### src/rtl/writeback_stage.sv
// ---------------------------------------------------------------------------
// writeback_stage
//
// Final pipeline stage. Registers the execute-stage result and drives the
// register-file write port. It also issues the PC redirect back to fetch on a
// taken JMP, and owns the sticky machine-halt state. It counts retired
// instructions and records the PC of the last one.
//
// Ports
//   clk, rst        : clock (rising edge), asynchronous active-high reset
//   in_*            : valid/ready handshake and instruction fields from execute
//   rf_we/waddr/wdata
//                   : register-file write port, 1 cycle after accept
//   redirect_valid/pc
//                   : one-cycle redirect pulse and its target, to fetch
//   halted          : sticky halt flag
//   retire_count    : saturating count of retired instructions
//   retire_pc       : PC of the last retired instruction
//
// State table
//   state    | meaning
//   ---------+------------------------------------------------------------
//   S_RUN    | accepting instructions, one per cycle
//   S_REDIR  | redirect pulse cycle; wrong-path instruction is refused
//   S_HALTED | HALT retired; nothing accepted until reset
// ---------------------------------------------------------------------------
module writeback_stage #(
    parameter int DATA_W = 32,
    parameter int REG_AW = 3,
    parameter int CNT_W  = 32
) (
    input  logic              clk,
    input  logic              rst,
    input  logic              in_valid,
    output logic              in_ready,
    input  logic [DATA_W-1:0] in_pc,
    input  logic [DATA_W-1:0] in_result,
    input  logic [REG_AW-1:0] in_dest,
    input  logic              in_wr_en,
    input  logic              in_is_jmp,
    input  logic [DATA_W-1:0] in_jmp_target,
    input  logic              in_is_halt,
    output logic              rf_we,
    output logic [REG_AW-1:0] rf_waddr,
    output logic [DATA_W-1:0] rf_wdata,
    output logic              redirect_valid,
    output logic [DATA_W-1:0] redirect_pc,
    output logic              halted,
    output logic [CNT_W-1:0]  retire_count,
    output logic [DATA_W-1:0] retire_pc
);

    typedef enum logic [1:0] {
        S_RUN    = 2'd0,
        S_REDIR  = 2'd1,
        S_HALTED = 2'd2
    } state_t;

    state_t             state_q, state_d;
    logic               accept;
    logic               rf_we_q;
    logic [REG_AW-1:0]  rf_waddr_q;
    logic [DATA_W-1:0]  rf_wdata_q;
    logic               redirect_valid_q;
    logic [DATA_W-1:0]  redirect_pc_q;
    logic [CNT_W-1:0]   retire_count_q;
    logic [DATA_W-1:0]  retire_pc_q;

    // Ready is gated by rst so nothing looks acceptable while reset is held;
    // it rises as soon as reset is released.
    assign in_ready = (state_q == S_RUN) && !rst;
    assign accept   = in_valid && in_ready;

    always_comb begin
        state_d = state_q;
        case (state_q)
            S_RUN: begin
                if (accept) begin
                    // HALT wins over JMP when both are flagged.
                    if (in_is_halt) begin
                        state_d = S_HALTED;
                    end else if (in_is_jmp) begin
                        state_d = S_REDIR;
                    end
                end
            end
            S_REDIR:  state_d = S_RUN;
            S_HALTED: state_d = S_HALTED;
            default:  state_d = S_RUN;
        endcase
    end

    always_ff @(posedge clk or posedge rst) begin
        if (rst) begin
            state_q <= S_RUN;
        end else begin
            state_q <= state_d;
        end
    end

    always_ff @(posedge clk or posedge rst) begin
        if (rst) begin
            rf_we_q          <= 1'b0;
            rf_waddr_q       <= '0;
            rf_wdata_q       <= '0;
            redirect_valid_q <= 1'b0;
            redirect_pc_q    <= '0;
            retire_count_q   <= '0;
            retire_pc_q      <= '0;
        end else begin
            rf_we_q          <= accept && in_wr_en && !in_is_halt;
            redirect_valid_q <= accept && in_is_jmp && !in_is_halt;
            if (accept) begin
                rf_waddr_q  <= in_dest;
                rf_wdata_q  <= in_result;
                retire_pc_q <= in_pc;
                if (in_is_jmp && !in_is_halt) begin
                    redirect_pc_q <= in_jmp_target;
                end
                // Saturate instead of wrapping.
                if (retire_count_q != {CNT_W{1'b1}}) begin
                    retire_count_q <= retire_count_q + 1'b1;
                end
            end
        end
    end

    assign rf_we          = rf_we_q;
    assign rf_waddr       = rf_waddr_q;
    assign rf_wdata       = rf_wdata_q;
    assign redirect_valid = redirect_valid_q;
    assign redirect_pc    = redirect_pc_q;
    assign halted         = (state_q == S_HALTED);
    assign retire_count   = retire_count_q;
    assign retire_pc      = retire_pc_q;

endmodule

### config.mk
export PLATFORM = sky130hd
export DESIGN_NAME = writeback_stage
export DESIGN_NICKNAME = d
export VERILOG_FILES = /design/src/rtl/writeback_stage.sv
export SDC_FILE = /design/constraint.sdc
export NUM_CORES = 1
export LEC_CHECK = 0
export ABC_AREA = 1
export CORE_AREA = 2 2 126 128
export DETAILED_ROUTE_END_ITERATION = 7
export DIE_AREA = 0 0 128 130
export PLACE_DENSITY = 0.74
export SKIP_CTS_REPAIR_TIMING = 1
export SLEW_MARGIN = 20
export SYNTH_ARGS = -nofsm -noshare
export SYNTH_HDL_FRONTEND = slang
export SYNTH_SLANG_ARGS = --single-unit
### constraint.sdc
create_clock -name clk -period 5.2 [get_ports clk]
set_clock_uncertainty 0.1 [all_clocks]
set_input_delay 1.04 -clock clk [delete_from_list [all_inputs] [get_ports clk]]
set_output_delay 1.04 -clock clk [all_outputs]
set_load 0.03 [all_outputs]
== Yosys cells after proc, flatten, opt, wreduce, memory -nomap -nowiden ==
Cells that the tools add are included.
W data, S select, Z words.

* Register bits after elaboration: 135
* Word-level logic and storage cells: 30
* Bits of input ports: 105
* Output and inout bits: 135

* Equal/unequal tests: 4
* Add/subtract/negate cells: 1
* Reduce and logical (&&, ||, !) cells: 13
* Muxes and demuxes: 4

{| class="wikitable"
|+ Operator list
! operator !! number
|-
| $add A32 B1 Y32 const B || 1
|-
| $ne A32 B32 Y1 const B || 1
|-
| $logic_and A1 B1 Y1 || 7
|-
| $mux W2 || 3
|-
| $reduce_and A2 Y1 || 3
|-
| $pmux W2 S2 || 1
|-
| $ne A3 B3 Y1 const B || 1
|-
| $eq A2 B2 Y1 const B || 1
|-
| $logic_not A1 Y1 || 2
|-
| $logic_not A2 Y1 || 1
|-
| $ne A2 B2 Y1 const B || 1
|}

== Longest topological paths before layout ==
Gate-level depths: netlist of the first run.

* Word-level depth: 5
* Gate-level depth with buffers: 11
* Depth with buffers taken out: 10

== Least setup slack after synthesis of the first run ==
Ideal clock, no wire load.

* Path kind: input -> output
* Start: in rst
* End: out in_ready
* Slack: 2,728 ps
* Arrival time: 1,332 ps
* Data required time: 4,060 ps
* Cell stages on the path: 1
* Path buffers: 0
* Path through: nor2_2

* Cells in the longest elaborated chain, start to end: 2

{| class="wikitable"
|+ Ends and longest elaborated chain
! element !! line !! text
|-
| start: declaration || 33 || <nowiki>input logic rst,</nowiki>
|-
| $logic_not A1 Y1 (no source line) || - ||
|-
| $logic_and A1 B1 Y1 || 71 || <nowiki>assign in_ready = (state_q == S_RUN) && !rst;</nowiki>
|-
| end: declaration || 35 || <nowiki>output logic in_ready,</nowiki>
|}

No other way between the ends.

== Worst setup path after layout of the first run ==
Ends and elaborated chain as after synthesis.

==> results_dict.tcl, run 1 <==
set metrics [dict create \
    syn2layout_area_growth_pct 51.6 \
    fin_crit_sh 0.685 \
    syn_nets 890 \
    track_usage 0.209 \
    num_rows 46 \
    yosysTopAreaCell "dfrtp_1" \
    clock_latency_ns 0.42 \
    min_to "retire_pc[22]" \
    cts_num_sinks 135 \
    stdcell_count 1223 \
    clk_path_buf_depth 2 \
    switchingPower_w 0.00192 \
    initialDrtViolationCount 361 \
    synth_top_area_share 0.558 \
    clkPwrFrac 0.248 \
    start_util 0.392 \
    max_cap_viol_count 0 \
    grt_max_degree 109 \
    synth_area_leaders "dfrtp_1, nand2_1, nor2_1" \
    die_h_um 130 \
    numPortBuffers 239 \
    ys_seq_elements 135 \
    rsz0062_at_grt "false" \
    finalHoldViolations 0 \
    p_int_w 0.00299 \
    hold_start "retire_pc[22]" \
    tns_ns 0 \
    r2r_start "retire_count[0]" \
    fin_ws_ns 1.64 \
    synth_cell_types 23 \
    antenna_found_initial 0 \
    cp-start-kind "input pin" \
    setup.worst_path.class "in -> out" \
    fillerInstances 1373 \
    grt_pass1_wl_um 26900 \
    power_density_nw_per_um2 536 \
    syn_inst 784 \
    path_clk_slew_ns 0.06 \
    num_io_pins 240 \
    drive_above_1_share 0.0456 \
    wl_per_cell_um 14.4 \
    final_antenna_net_count 0 \
    dr_total_vias 5728 \
    worstMarginPinSlew_ns 0.965 \
    totalWireLength_um 17600 \
    period_minus_slack_ns 3.56 \
    combPwrFrac 0.423 \
    maxSlewHeadroom 0.357 \
    place_hpwl_um 12300 \
    fmax_mhz 281 \
    drt_pass1_iterations 4 \
    synth_edf_count 0 \
    die_area_um2 16600 \
    cts_tree "done" \
    synth_async_sr_flop_share 1.00 \
    finalSetupViolations 0 \
    r2r_slack_ns 2.79 \
    ys_seq_area_frac 0.558 \
    reg2reg_to "retire_count[9]" \
    critPathRequiredTime_ns 4.06 \
    core-area_um2 15400 \
    synth_most_common_cell "nand2_1" \
    htreeDepth 4 \
    hold_path_class "reg -> reg" \
    yosys_warnings 0 \
    overflow 0 \
    swShare 0.391 \
    vias_per_cell 4.68 \
    drc_errors 0 \
    finalCoreUtilization 0.595 \
    synthFlopType "dfrtp_1" \
    cts_buffers 17 \
    finalMaxSlewViolations 0 \
    p_total_w 0.00491 \
    synth.top_cells.by_count "nand2_1, dfrtp_1, nor2_1, o21ai_0, inv_1" \
    min_path_cells 2 \
    ir_drop_mv 0.347 \
    cts_root_buffer "clkbuf_16" \
    seqPwrFrac 0.329 \
    worst-r2r-cell-count 10 \
    status "completed" \
    n_antenna_cell 0 \
    place_ws_ns 1.61 \
    first_global_vias 5133 \
    syn_area_per_cell_um2 7.72 \
    path_max_fanout 2 \
    die_w_um 128 \
    cp-end-kind "output pin" \
    place_congestion 0.898 \
    dp.cells 1191 \
    leakagePower_nw 4.35 \
    synth_area_um2 6050 \
    crit_arrival_ns 2.42 \
    finalNetCount 1124 \
]
## sequential cells by signal, indices dropped and copies added (netlist names)
| name | flops |
|---|---|
| rf_waddr | 3 |
| state_q | 2 |
| retire_pc | 32 |
| redirect_valid | 1 |
| redirect_pc | 32 |
| retire_count | 32 |
| rf_wdata | 32 |
| rf_we | 1 |
## worst max path at each step
| stage | start | slack (ns) | end | depth (start not counted) |
|---|---|---|---|---|
| 6_report | rst | 1.64 | in_ready | 3 |
| 5_1_grt | rst | 1.59 | in_ready | 3 |
| 4_1_cts | rst | 1.61 | in_ready | 3 |
| 3_5_place_dp | rst | 1.61 | in_ready | 3 |
| 3_3_place_gp | rst | 1.61 | in_ready | 3 |
| 2_1_floorplan | rst | 0.45 | redirect_pc[0] | 1 |
## power groups by stage
stage / Sequential (W) / Combinational [W] / Clock (W)
floorplan: 0.00233 / 0.000409 / 0
global placement: 0.00161 / 0.00207 / 0
detailed placement: 0.00162 / 0.00210 / 0
CTS: 0.00162 / 0.00210 / 0.00124
global route: 0.00166 / 0.00221 / 0.00129
finish: 0.00162 / 0.00208 / 0.00122
## layout by cell type, fill, tap and decap left out, types with 2 or more instances in the layout
cell             synthesis  layout
clkbuf_1                12       3
xor2_1                   8       8
inv_6                    0       3
dfrtp_1                135     135
o21ai_0                 37      37
clkbuf_16                0      17
clkdlybuf4s50_1          0     239
buf_4                    3       5
clkbuf_8                 0       3
clkinv_4                 0       3
nor2_1                  53      53
nand2_1                454     453
nand4_1                  2       2
nand3_1                 19      19
inv_1                   27      26
nor2_2                   3       3
xnor2_1                  5       5
nor2_4                   2       2
bufinv_16                0       2
nand2_2                  3       4
## per-stage QoR
stage | hold slack (ns) | area (µm²)
finish | 0.377 | 9170
global route | 0.396 | 9170
CTS | 0.381 | 9170
detailed placement | 0.364 | 8580
global placement | 0.361 | 8580
floorplan | 0.348 | 6050
## worst max-delay path, stage by stage
cell and delay [ns]:
clkdlybuf4s50_1 0.50, nor2_2 0.19, clkdlybuf4s50_1 0.69
## per-layer routing
layer  vias to the layer above  share of wire  GRT usage  routed length, µm
met3                        32          0.081     0.0877               1430
met4                         0          0.022     0.0737                388
met5                         -              0          0                  0
met2                       178           0.48      0.334               8500
li1                       2863              -          -                  -
met1                      2655           0.41      0.258               7310
## cell type report
| cell class | count | area, µm² | area share |
|---|---|---|---|
| flip-flops and latches | 135 | 3380 | 0.368 |
| repair buffers | 244 | 2430 | 0.265 |
| multi-input cells | 591 | 2410 | 0.263 |
| clock buffers | 23 | 478 | 0.0521 |
| well taps | 192 | 240 | 0.0262 |
| clock inverters | 9 | 116 | 0.0127 |
| inverters | 29 | 116 | 0.0127 |
## kinds of logic after synthesis
group | synth area share
AND/OR/NAND/NOR | 0.346
flip-flops | 0.558
buffers and inverters | 0.0432
AO/OA/AOI/OAI | 0.0316
XOR/XNOR | 0.0188
adder cells (fa/ha/maj) | 0.00207
Power figures use the tool's default switching activity.
==> run 2: changes to the inputs <==
--- a/config.mk
+++ b/config.mk
@@ -9,7 +9,7 @@
 export CORE_AREA = 2 2 126 128
 export DETAILED_ROUTE_END_ITERATION = 7
 export DIE_AREA = 0 0 128 130
-export PLACE_DENSITY = 0.74
+export PLACE_DENSITY = 0.77
 export SKIP_CTS_REPAIR_TIMING = 1
 export SLEW_MARGIN = 20
 export SYNTH_ARGS = -nofsm -noshare
==> constraint.sdc (replaced) <==
create_clock -name clk -period 2.98 [get_ports clk]
set_clock_uncertainty 0.1 [all_clocks]
set_input_delay 0.596 -clock clk [delete_from_list [all_inputs] [get_ports clk]]
set_output_delay 0.596 -clock clk [all_outputs]
set_load 0.03 [all_outputs]
==> run 2 against run 1 <==
Effect of this change: sequential power up 73%; via count down 1.2%; first-iteration DRC count down 27%; global-route usage down 0.089 points.
==> results_dict.tcl, run 2 (synthesized netlist as in run 1, its figures left out) <==
set metrics [dict create \
    status "completed" \
    top_layer_used "met4" \
    period_minus_slack_ns 2.66 \
    num_io_pins 240 \
    grt_max_degree 91 \
    num_rows 46 \
    ir_drop_mv 0.623 \
    place_hpwl_um 12400 \
    die_w_um 128 \
    totalWireLength_um 17500 \
    n_antenna_cell 0 \
    place_congestion 0.917 \
    finalMaxSlewViolations 0 \
    htreeDepth 4 \
    r2r_slack_ns 0.61 \
    endpoint "in_ready" \
    cts_tree "done" \
    fin_area_um2 9260 \
    leakagePower_nw 4.39 \
    worstMarginPinSlew_ns 0.593 \
    path_clk_slew_ns 0.05 \
    core-area_um2 15400 \
    cts_num_sinks 135 \
    first_global_vias 5186 \
    cts_root_buffer "clkbuf_16" \
    power_density_nw_per_um2 942 \
    initialDrtViolationCount 265 \
    drt_pass1_iterations 4 \
    drt-met1-wl_um 7180 \
    dr_total_vias 5662 \
    hold_path_class "reg -> reg" \
    rsz0062_at_grt "false" \
    start_util 0.392 \
    clk_path_buf_depth 2 \
    routed-wl-met2_um 8590 \
    finalHoldViolations 0 \
    critPathRequiredTime_ns 2.28 \
    critPathLaunch "rst" \
    crit_arrival_ns 1.96 \
    stdcell_count 1223 \
    max_cap_viol_count 0 \
    grt_pass1_wl_um 26800 \
    wl_per_cell_um 14.3 \
    syn2layout_area_growth_pct 53.0 \
    r2r_start "retire_count[0]" \
    tns_ns 0 \
    die_area_um2 16600 \
    final_common_cell "nand2_1" \
    antenna_found_initial 0 \
    finalNetCount 1126 \
    final_cell_mix "nand2_1, clkdlybuf4s50_1, dfrtp_1" \
    vias_per_cell 4.63 \
    drive_above_1_share 0.0466 \
    overflow 0 \
    setup.worst_path.class "in -> out" \
    fmax_mhz 376 \
    track_usage 0.209 \
    cts_buffers 17 \
    dpl_cell_area_um2 8630 \
    maxSlewHeadroom 0.605 \
    die_h_um 130 \
    numPortBuffers 239 \
    fillerInstances 1352 \
    cp-end-kind "output pin" \
    reg2reg_to "retire_count[31]" \
    path_max_fanout 2 \
    fin_crit_sh 0.893 \
    wl_met3_um 1380 \
    cp-start-kind "input pin" \
    worst-r2r-cell-count 10 \
    fin_ws_ns 0.320 \
    drc_errors 0 \
    dp.cells 1193 \
    place_ws_ns 0.328 \
    clock_latency_ns 0.42 \
    final_antenna_net_count 0 \
    finalSetupViolations 0 \
]
[run 2: changes by cell type in the layout (fill, tap and decap cells not counted), sizes merged]
cell      delta
inv          -2
clkinv       -3
bufinv       +2
clkinvlp     +1
buf          +2
[run 2: worst max-delay path: stages]
cell and delay [ns]:
clkdlybuf4s50_1 0.48, nor2_2 0.19, clkdlybuf4s50_1 0.70
[run 2: routing by layer]
layer	up-vias	GRT usage
met2	172	0.332
met3	29	0.0767
li1	2858	-
met4	0	0.0873
met5	-	0
met1	2603	0.258
[run 2: layout make-up]
cell class	count	area (µm²)	area share
Clock buffer	23	488	0.0527
Tap cell	192	240	0.0259
Inverter	29	115	0.0124
Sequential cell	135	3380	0.365
Timing Repair Buffer	246	2480	0.268
Clock inverter	7	141	0.0153
Multi-Input combinational cell	591	2410	0.261
[run 2: worst min-delay path by stage]
| stage | from | end | cells past startpoint |
|---|---|---|---|
| 2_1_floorplan | state_q[0] | state_q[1] | 1 |
| 3_3_place_gp | rf_wdata[21] | rf_wdata[21] | 2 |
| 3_5_place_dp | retire_pc[11] | retire_pc[11] | 2 |
| 4_1_cts | retire_pc[11] | retire_pc[11] | 2 |
| 5_1_grt | rf_wdata[14] | rf_wdata[14] | 2 |
| 6_report | retire_pc[11] | retire_pc[11] | 2 |
[run 2: per-stage QoR]
step           total power (W)   util  hold slack, ns
3_3_place_gp           0.00644  0.559           0.361
2_1_floorplan          0.00478      -           0.348
3_5_place_dp           0.00649  0.559           0.364
5_1_grt                0.00914  0.600           0.395
4_1_cts                0.00880  0.600           0.379
6_report               0.00872  0.600           0.376
[run 2: power breakdown]
group,internal (W),switching (W),leakage [nW]
Sequential,0.00246,0.000348,1.76
Clock,0.00148,0.000779,0.306
Combinational,0.00147,0.00218,2.32
Total,0.00541,0.00331,4.39
==> run 3: changes to the inputs <==
--- a/config.mk
+++ b/config.mk
@@ -9,6 +9,7 @@
 export CORE_AREA = 2 2 126 128
 export DETAILED_ROUTE_END_ITERATION = 7
 export DIE_AREA = 0 0 128 130
+export HOLD_SLACK_MARGIN = 0.03
 export PLACE_DENSITY = 0.77
 export SKIP_CTS_REPAIR_TIMING = 1
 export SLEW_MARGIN = 20
==> results of run 3 <==
No change in the layout: final DEF, timing and power equal those of run 2.
